[src/rtl/led_seg_scan.sv]
// led_seg_scan: display stage behind the CPU LED bus.
// Shows an 8-bit value on a 4-digit multiplexed 7-segment display.
// The value is shown either as 2-digit hex or as unsigned decimal
// (0..255) with leading zeros blanked.
// Binary-to-BCD conversion is a sequential double-dabble FSM that
// runs one iteration per clock.
//
// Ports:
//   clk   - system clock
//   Reset - synchronous, active-high; dominates all other inputs
//   Value - value to display (n bits; only n = 8 is supported)
//   Mode  - 0 = hex, 1 = unsigned decimal
//   Seg   - segments, active-low, bit order {g,f,e,d,c,b,a} (registered)
//   An    - digit enables, active-low, An[0] = rightmost (registered)
//   Busy  - high while a conversion is in flight (registered)
module led_seg_scan #(
  parameter int n       = 8,
  parameter int REFRESH = 50000
) (
  input  logic         clk,
  input  logic         Reset,
  input  logic [n-1:0] Value,
  input  logic         Mode,
  output logic [6:0]   Seg,
  output logic [3:0]   An,
  output logic         Busy
);

  typedef enum logic [1:0] {
    IDLE   = 2'd0,
    SHIFT  = 2'd1,
    COMMIT = 2'd2
  } state_t;

  localparam int         RW        = $clog2(REFRESH);
  localparam logic [6:0] SEG_BLANK = 7'h7F;

  // Hex digit to active-low segment pattern {g,f,e,d,c,b,a}.
  function automatic logic [6:0] seg_encode(input logic [3:0] d);
    logic [6:0] s;
    case (d)
      4'h0:    s = 7'h40;
      4'h1:    s = 7'h79;
      4'h2:    s = 7'h24;
      4'h3:    s = 7'h30;
      4'h4:    s = 7'h19;
      4'h5:    s = 7'h12;
      4'h6:    s = 7'h02;
      4'h7:    s = 7'h78;
      4'h8:    s = 7'h00;
      4'h9:    s = 7'h10;
      4'hA:    s = 7'h08;
      4'hB:    s = 7'h03;
      4'hC:    s = 7'h46;
      4'hD:    s = 7'h21;
      4'hE:    s = 7'h06;
      4'hF:    s = 7'h0E;
      default: s = SEG_BLANK;
    endcase
    return s;
  endfunction

  // Double-dabble correction: add 3 to every BCD nibble that is >= 5.
  function automatic logic [11:0] bcd_adjust(input logic [11:0] b);
    logic [11:0] r;
    r = b;
    for (int i = 0; i < 3; i++) begin
      if (b[4*i +: 4] >= 4'd5) begin
        r[4*i +: 4] = b[4*i +: 4] + 4'd3;
      end else begin
        r[4*i +: 4] = b[4*i +: 4];
      end
    end
    return r;
  endfunction

  // Build all four digit patterns from a finished conversion.
  function automatic logic [3:0][6:0] build_digits(input logic       mode,
                                                   input logic [7:0]  src,
                                                   input logic [11:0] bcd);
    logic [3:0][6:0] d;
    d = {4{SEG_BLANK}};
    if (mode) begin
      d[0] = seg_encode(bcd[3:0]);
      // Tens is a leading zero only when hundreds is also zero.
      if ((bcd[11:8] == 4'd0) && (bcd[7:4] == 4'd0)) begin
        d[1] = SEG_BLANK;
      end else begin
        d[1] = seg_encode(bcd[7:4]);
      end
      if (bcd[11:8] == 4'd0) begin
        d[2] = SEG_BLANK;
      end else begin
        d[2] = seg_encode(bcd[11:8]);
      end
    end else begin
      d[0] = seg_encode(src[3:0]);
      d[1] = seg_encode(src[7:4]);
    end
    return d;
  endfunction

  state_t          state_r, state_s;
  logic [3:0]      cnt_r, cnt_s;
  logic [n-1:0]    bin_r, bin_s;
  logic [11:0]     bcd_r, bcd_s;
  logic [11:0]     adj_s;
  logic            mode_c_r, mode_c_s;
  logic [n-1:0]    src_r, src_s;
  logic [n-1:0]    last_value_r, last_value_s;
  logic            last_mode_r, last_mode_s;
  logic            dirty_r, dirty_s;
  logic [3:0][6:0] dig_r, dig_s;
  logic [RW-1:0]   refresh_r;
  logic [1:0]      idx_r;

  // Conversion FSM: next state and datapath, holding everything by default.
  always_comb begin
    state_s      = state_r;
    cnt_s        = cnt_r;
    bin_s        = bin_r;
    bcd_s        = bcd_r;
    adj_s        = bcd_adjust(bcd_r);
    mode_c_s     = mode_c_r;
    src_s        = src_r;
    last_value_s = last_value_r;
    last_mode_s  = last_mode_r;
    dirty_s      = dirty_r;
    dig_s        = dig_r;
    case (state_r)
      IDLE: begin
        if (dirty_r || (Value != last_value_r) || (Mode != last_mode_r)) begin
          // Work on private copies so later input changes cannot disturb us.
          bin_s    = Value;
          src_s    = Value;
          bcd_s    = 12'd0;
          mode_c_s = Mode;
          cnt_s    = 4'd0;
          state_s  = SHIFT;
        end else begin
          state_s = IDLE;
        end
      end
      SHIFT: begin
        {bcd_s, bin_s} = {adj_s[10:0], bin_r, 1'b0};
        cnt_s          = cnt_r + 4'd1;
        if (cnt_r == 4'(n - 1)) begin
          state_s = COMMIT;
        end else begin
          state_s = SHIFT;
        end
      end
      COMMIT: begin
        // All four digits change together so no partial value is shown.
        dig_s        = build_digits(mode_c_r, src_r, bcd_r);
        last_value_s = src_r;
        last_mode_s  = mode_c_r;
        dirty_s      = 1'b0;
        state_s      = IDLE;
      end
      default: begin
        state_s = IDLE;
      end
    endcase
  end

  // Conversion FSM state, datapath and Busy registers.
  always_ff @(posedge clk) begin
    if (Reset) begin
      state_r      <= IDLE;
      cnt_r        <= 4'd0;
      bin_r        <= '0;
      bcd_r        <= 12'd0;
      mode_c_r     <= 1'b0;
      src_r        <= '0;
      last_value_r <= '0;
      last_mode_r  <= 1'b0;
      dirty_r      <= 1'b1;
      dig_r        <= {4{SEG_BLANK}};
      Busy         <= 1'b0;
    end else begin
      state_r      <= state_s;
      cnt_r        <= cnt_s;
      bin_r        <= bin_s;
      bcd_r        <= bcd_s;
      mode_c_r     <= mode_c_s;
      src_r        <= src_s;
      last_value_r <= last_value_s;
      last_mode_r  <= last_mode_s;
      dirty_r      <= dirty_s;
      dig_r        <= dig_s;
      Busy         <= (state_s != IDLE);
    end
  end

  // Digit scan: free-running refresh counter, digit index and output registers.
  always_ff @(posedge clk) begin
    if (Reset) begin
      refresh_r <= '0;
      idx_r     <= 2'd0;
      An        <= 4'hF;
      Seg       <= SEG_BLANK;
    end else begin
      if (refresh_r == RW'(REFRESH - 1)) begin
        refresh_r <= '0;
        idx_r     <= idx_r + 2'd1;
      end else begin
        refresh_r <= refresh_r + RW'(1);
        idx_r     <= idx_r;
      end
      An  <= ~(4'b0001 << idx_r);
      Seg <= dig_r[idx_r];
    end
  end

endmodule

[config.mk]
export PLATFORM = sky130hd
export DESIGN_NAME = led_seg_scan
export DESIGN_NICKNAME = d
export VERILOG_FILES = /design/src/rtl/led_seg_scan.sv
export SDC_FILE = /design/constraint.sdc
export NUM_CORES = 1
export LEC_CHECK = 0
export BUFFER_PORTS_ARGS = -buffer_cell sky130_fd_sc_hd__buf_2
export CAP_MARGIN = 20
export CORE_MARGIN = 2
export CORE_UTILIZATION = 50
export DETAILED_ROUTE_END_ITERATION = 10
export PLACE_DENSITY = 0.8
export SLEW_MARGIN = 25
export SYNTH_ARGS = -nofsm -noshare
export SYNTH_HDL_FRONTEND = slang
export SYNTH_SLANG_ARGS = --single-unit
[constraint.sdc]
create_clock -name clk -period 3.4 [get_ports clk]
set_input_delay 0.68 -clock clk [delete_from_list [all_inputs] [get_ports clk]]
set_output_delay 0.68 -clock clk [all_outputs]
set_load 0.1 [all_outputs]
Word level (Yosys, flattened, before mapping)
Memories as Yosys holds them, arrays and structs flattened. A register that Yosys moved wholly into a read port is not among the register bits.
Cells that the tools add are included.
Cells by class
  add/sub/neg operators: 6
  order comparisons: 4
  equal/unequal tests: 7
  shifts and indexed selects: 1
  muxes and demuxes: 28
  bitwise gates (word level): 1
  reductions and logical operators: 11
Operator list (number)
  2-to-1 mux 4 bit: 13
  2-to-1 mux 7 bit: 4
  one-hot mux 12 bit (2 select lines): 1
  adder 16 x 1 -> 16 bit, second input constant: 1
  equality test 16 bit, second input constant: 1
  one-hot mux 8 bit (2 select lines): 1
  binary-select mux 7 bit (select 2 bit): 1
  2-to-1 mux 14 bit: 1
  >= comparator 4 x 3 -> 1 bit, second input constant: 3
  2-to-1 mux 12 bit: 1
  adder 4 x 2 -> 4 bit, second input constant: 2
  zero test 4 bit: 2
  2-to-1 mux 8 bit: 1
  inequality test 8 bit: 1
  one-hot mux 4 bit (2 select lines): 1
  adder 4 x 1 -> 4 bit, second input constant: 1
  equality test 4 x 3 -> 1 bit, second input constant: 1
  inverter 4 bit: 1
  one-hot mux 2 bit (2 select lines): 1
  AND reduction 2 bit: 2
  nonzero test 2 bit: 2
  << shifter 1 x 2 -> 4 bit, first input constant: 1
  adder 3 x 2 -> 3 bit, second input constant: 1
  less-than comparator 2 x 3 -> 1 bit, second input constant: 1
  12 further kinds: 13
Word-level totals
  register bits after elaboration: 96
  bits in read-only memories: 560
  bits of input ports: 11
  output and inout bits: 12
  memories: 5
Memories
  (name not given): depth 16, bits a word 7, rd ports 1, clocked after memory_dff 1, wr ports 0, line 41  | case (d)
  (name not given): depth 16, bits a word 7, rd ports 1, clocked after memory_dff 1, wr ports 0, line 41
  (name not given): depth 16, bits a word 7, rd ports 1, clocked after memory_dff 1, wr ports 0, line 41
  (name not given): depth 16, bits a word 7, rd ports 1, clocked after memory_dff 1, wr ports 0, line 41
  (name not given): depth 16, bits a word 7, rd ports 1, clocked after memory_dff 1, wr ports 0, line 41

Longest topological paths before layout
  word-level depth: 7
  depth in mapped cells: 12
  gate-level depth less buffers: 11

Worst setup path after synthesis
No wires, ideal clock.
  path kind: input-to-reg
  from: in Mode
  to: reg with a tool-made name
  setup time: 0.116 ns
  arrival: 3.085 ns
  required time: 3.284 ns
  slack: 0.198 ns
  stages: 9
  path buffers: 0
  path through: xor2_1 -> nor4_4 -> a31oi_2 -> mux2i_1 -> or2_2 -> ha_1 -> nor2_1 -> a211o_1 -> a31o_2
RTL lines
  start, declared: line 23  | input logic Mode,

==> out/results.ini <==
[run_status]
run_status = finished, final reports clean

[clocking]
cts_hold_repair.buffers = 0
worst_case_clock_buffer_depth = 2
cts.reportedPaths.clkPinSlew_ns = 0.05
cts_tree = yes
cts-root-buf = sky130_fd_sc_hd__clkbuf_16
clock_latency_ns = 0.41
cts_buffers = 17
htree_levels = 4
cts_num_sinks = 131
cts_repair_resize_count = 0
post_cts_buffers = 0

[timing]
fin_crit_ns = 2.94
clock.fmax_mhz = 340
timing.final.setup_violations = 0
rsz0062_at_grt = false
relSlewSlack_pct = 57.3
final_min_period_over_clock_period_pct = 86.5
final-hold-violation-count = 0
tns_ns = 0
max_slew.worst_pin.slew_ns = 0.624
slew_viol_final = 0
skew_ns = 0.00950

[grt]
antenna_found_initial = 0
total_routing_resource_utilization_after_global_routing_pct = 20.9
grt_pass1_wl_um = 24400
gr-total-overflow = 0
grt_max_degree = 59
grt_pass1_vias = 5162

[floorplanning]
die_area_um2 = 14300
initial_core_util_pct = 50.9
row_count = 42
die_h_um = 120
die_wd_um = 120
core_um2 = 13100
io_pins = 23

[routing]
initialDrtViolationCount = 426
via_total_after_detailed_routing = 5286
detail_route.drc_violations = 0
totalWireLength_um = 14400
ant_nets = 0
wire_per_inst_um = 15.3
vias_per_cell = 5.62
detailedRoute.firstPassIterationCount = 6

[power]
leakagePower_nw = 2.96
clock_power_share_pct = 47.3
pwr_density_cell_nw_per_um2 = 465
switchingPower_uw = 831
power_frac_comb_pct = 7.1
peakVddDrop_mv = 0.332
netSwitchingFraction_pct = 23.6
seqPwrFrac_pct = 45.6
p_int_mw = 2.69

[placed_design]
routability_congestion_estimate_from_global_placement = 0.841
dpl_cell_area_um2 = 7030
hpwl_um = 9960
place.port_buffers = 22

[logic_synthesis]
synth_top_family_by_area = compound AO/OA/AOI/OAI gates
asyncSetResetFlopFracSynth_pct = 0
synth_area_leaders = sky130_fd_sc_hd__dfxtp_1, sky130_fd_sc_hd__ha_1, sky130_fd_sc_hd__mux2i_1
synth_area_um2 = 6690
yosysTopAreaCell = sky130_fd_sc_hd__dfxtp_1
synth_ff_type = sky130_fd_sc_hd__dfxtp_1
synth-compound-area-share_pct = 17.7
synth.area.mux_share_pct = 8.08
postSynthNetCount = 780
syn_area_per_cell_um2 = 9.22
postSynthRegisterBits = 131
synth-simple-area-share_pct = 17.4
synth.top_cell.area_share_pct = 39.2
yosys-top-cells-count = sky130_fd_sc_hd__dfxtp_1, sky130_fd_sc_hd__nor2_1, sky130_fd_sc_hd__nand2_1, sky130_fd_sc_hd__ha_1, sky130_fd_sc_hd__mux2i_1
yosys.cell_count.top_type = sky130_fd_sc_hd__dfxtp_1
synth_enable_flop_cells = 0
postSynthCellCount = 726
synth_xor_xnor_area_share_pct = 4.58
synthAdderAreaFrac_pct = 8.04
synth_sequential_area_ratio_pct = 39.2
synthesis.yosys.warnings = 0
post_synth_num_cell_types = 64

[worst_setup_path]
crit_path_end_kind = flop
crit_path_max_fanout = 6
crit_required_ns = 3.70
crit_path_start_kind = primary input
worst-setup-path-type = in2reg
arrival_ns = 3.24

[final_layout]
post_route_cells_drive_above_1_share_pct = 14.0
num-nets-final = 807
antenna_cells = 0
stdcell_area_um2 = 7570
syn2layout_area_growth_pct = 13.1

[job]
max_cap_viol_count = 0

[worst_hold_path]
hold_class = reg2reg

cell type report:
type                    instances  area, um2
clock buffers                  22        454
clock inverters                 9       83.8
fillers                      1126       5570
inverters                      35        136
multi-input cells             519       3740
flip-flops and latches        131       2620
well taps                     176        220
repair buffers                 49        315
metal layers:
| metal | share of wire [%] | wire (um) | global-route usage (%) |
|---|---|---|---|
| met3 | 4.0 | 576 | 4.61 |
| met5 | 0 | 0 | 0 |
| met2 | 49 | 7050 | 35.9 |
| met1 | 45 | 6540 | 25.7 |
| met4 | 1.9 | 270 | 7.94 |
worst paths after layout:
path | startpoint | endpoint | slack, ns | depth (start not counted)
hold reg to reg | flop | dig_r[17] | 0.45 | 2
setup reg to reg | last_mode_r | flop | 0.49 | 9
hold / removal | flop | dig_r[17] | 0.45 | 2
setup / recovery | Mode | flop | 0.46 | 10
power groups by stage:
stage	sequential [mW]	combinational, mW	clock, mW
finish	1.60	0.249	1.66
global route	1.61	0.274	1.75
CTS	1.60	0.247	1.69
detailed placement	1.64	0.245	0
global placement	1.63	0.240	0
floorplan	1.63	0.176	0
layout by cell type, fill, tap and decap left out, types with 23 or more instances in the layout:
cell                       synthesis  layout
sky130_fd_sc_hd__buf_4             1      28
sky130_fd_sc_hd__dfxtp_1         131     131
sky130_fd_sc_hd__ha_1             43      43
sky130_fd_sc_hd__inv_1            34      34
sky130_fd_sc_hd__mux2i_1          38      38
sky130_fd_sc_hd__nand2_1          60      60
sky130_fd_sc_hd__nand2b_1         23      23
sky130_fd_sc_hd__nor2_1           81      81
sky130_fd_sc_hd__o22ai_1          26      26
sky130_fd_sc_hd__xnor2_1          25      25
cells by family (layout without fill, tap and decap cells):
group,Yosys count,count (layout)
and+or+nand+nor,239,239
AOI/OAI and AO/OA,151,151
buffers and inverters,76,115
xor gates and xnor gates,35,35
muxes,51,51
adders and majority gates,43,43
DFF,131,131
stage by stage:
stage               utilization, %  power, mW  std cells  setup slack [ns]  hold WS [ns]
finish                        57.6       3.52        941             0.458         0.452
detailed placement            53.5       1.88        910            0.0577         0.440
CTS                           57.6       3.53        941             0.480         0.453
global route                  57.6       3.63        941             0.254         0.480
global placement              53.5       1.87        910             0.156         0.430
floorplan                        -       1.81        726             0.198         0.422
critical path, cell delays in order:
cell and delay (ns):
sky130_fd_sc_hd__buf_2 0.12, sky130_fd_sc_hd__xor2_1 0.18, sky130_fd_sc_hd__or4_1 0.69, sky130_fd_sc_hd__o41ai_4 0.34
sky130_fd_sc_hd__a22oi_1 0.17, sky130_fd_sc_hd__nor2_1 0.26, sky130_fd_sc_hd__inv_1 0.13, sky130_fd_sc_hd__ha_1 0.27
sky130_fd_sc_hd__mux2_2 0.28, sky130_fd_sc_hd__o2bb2ai_1 0.12
No activity file was read; power rests on OpenSTA's default activity.
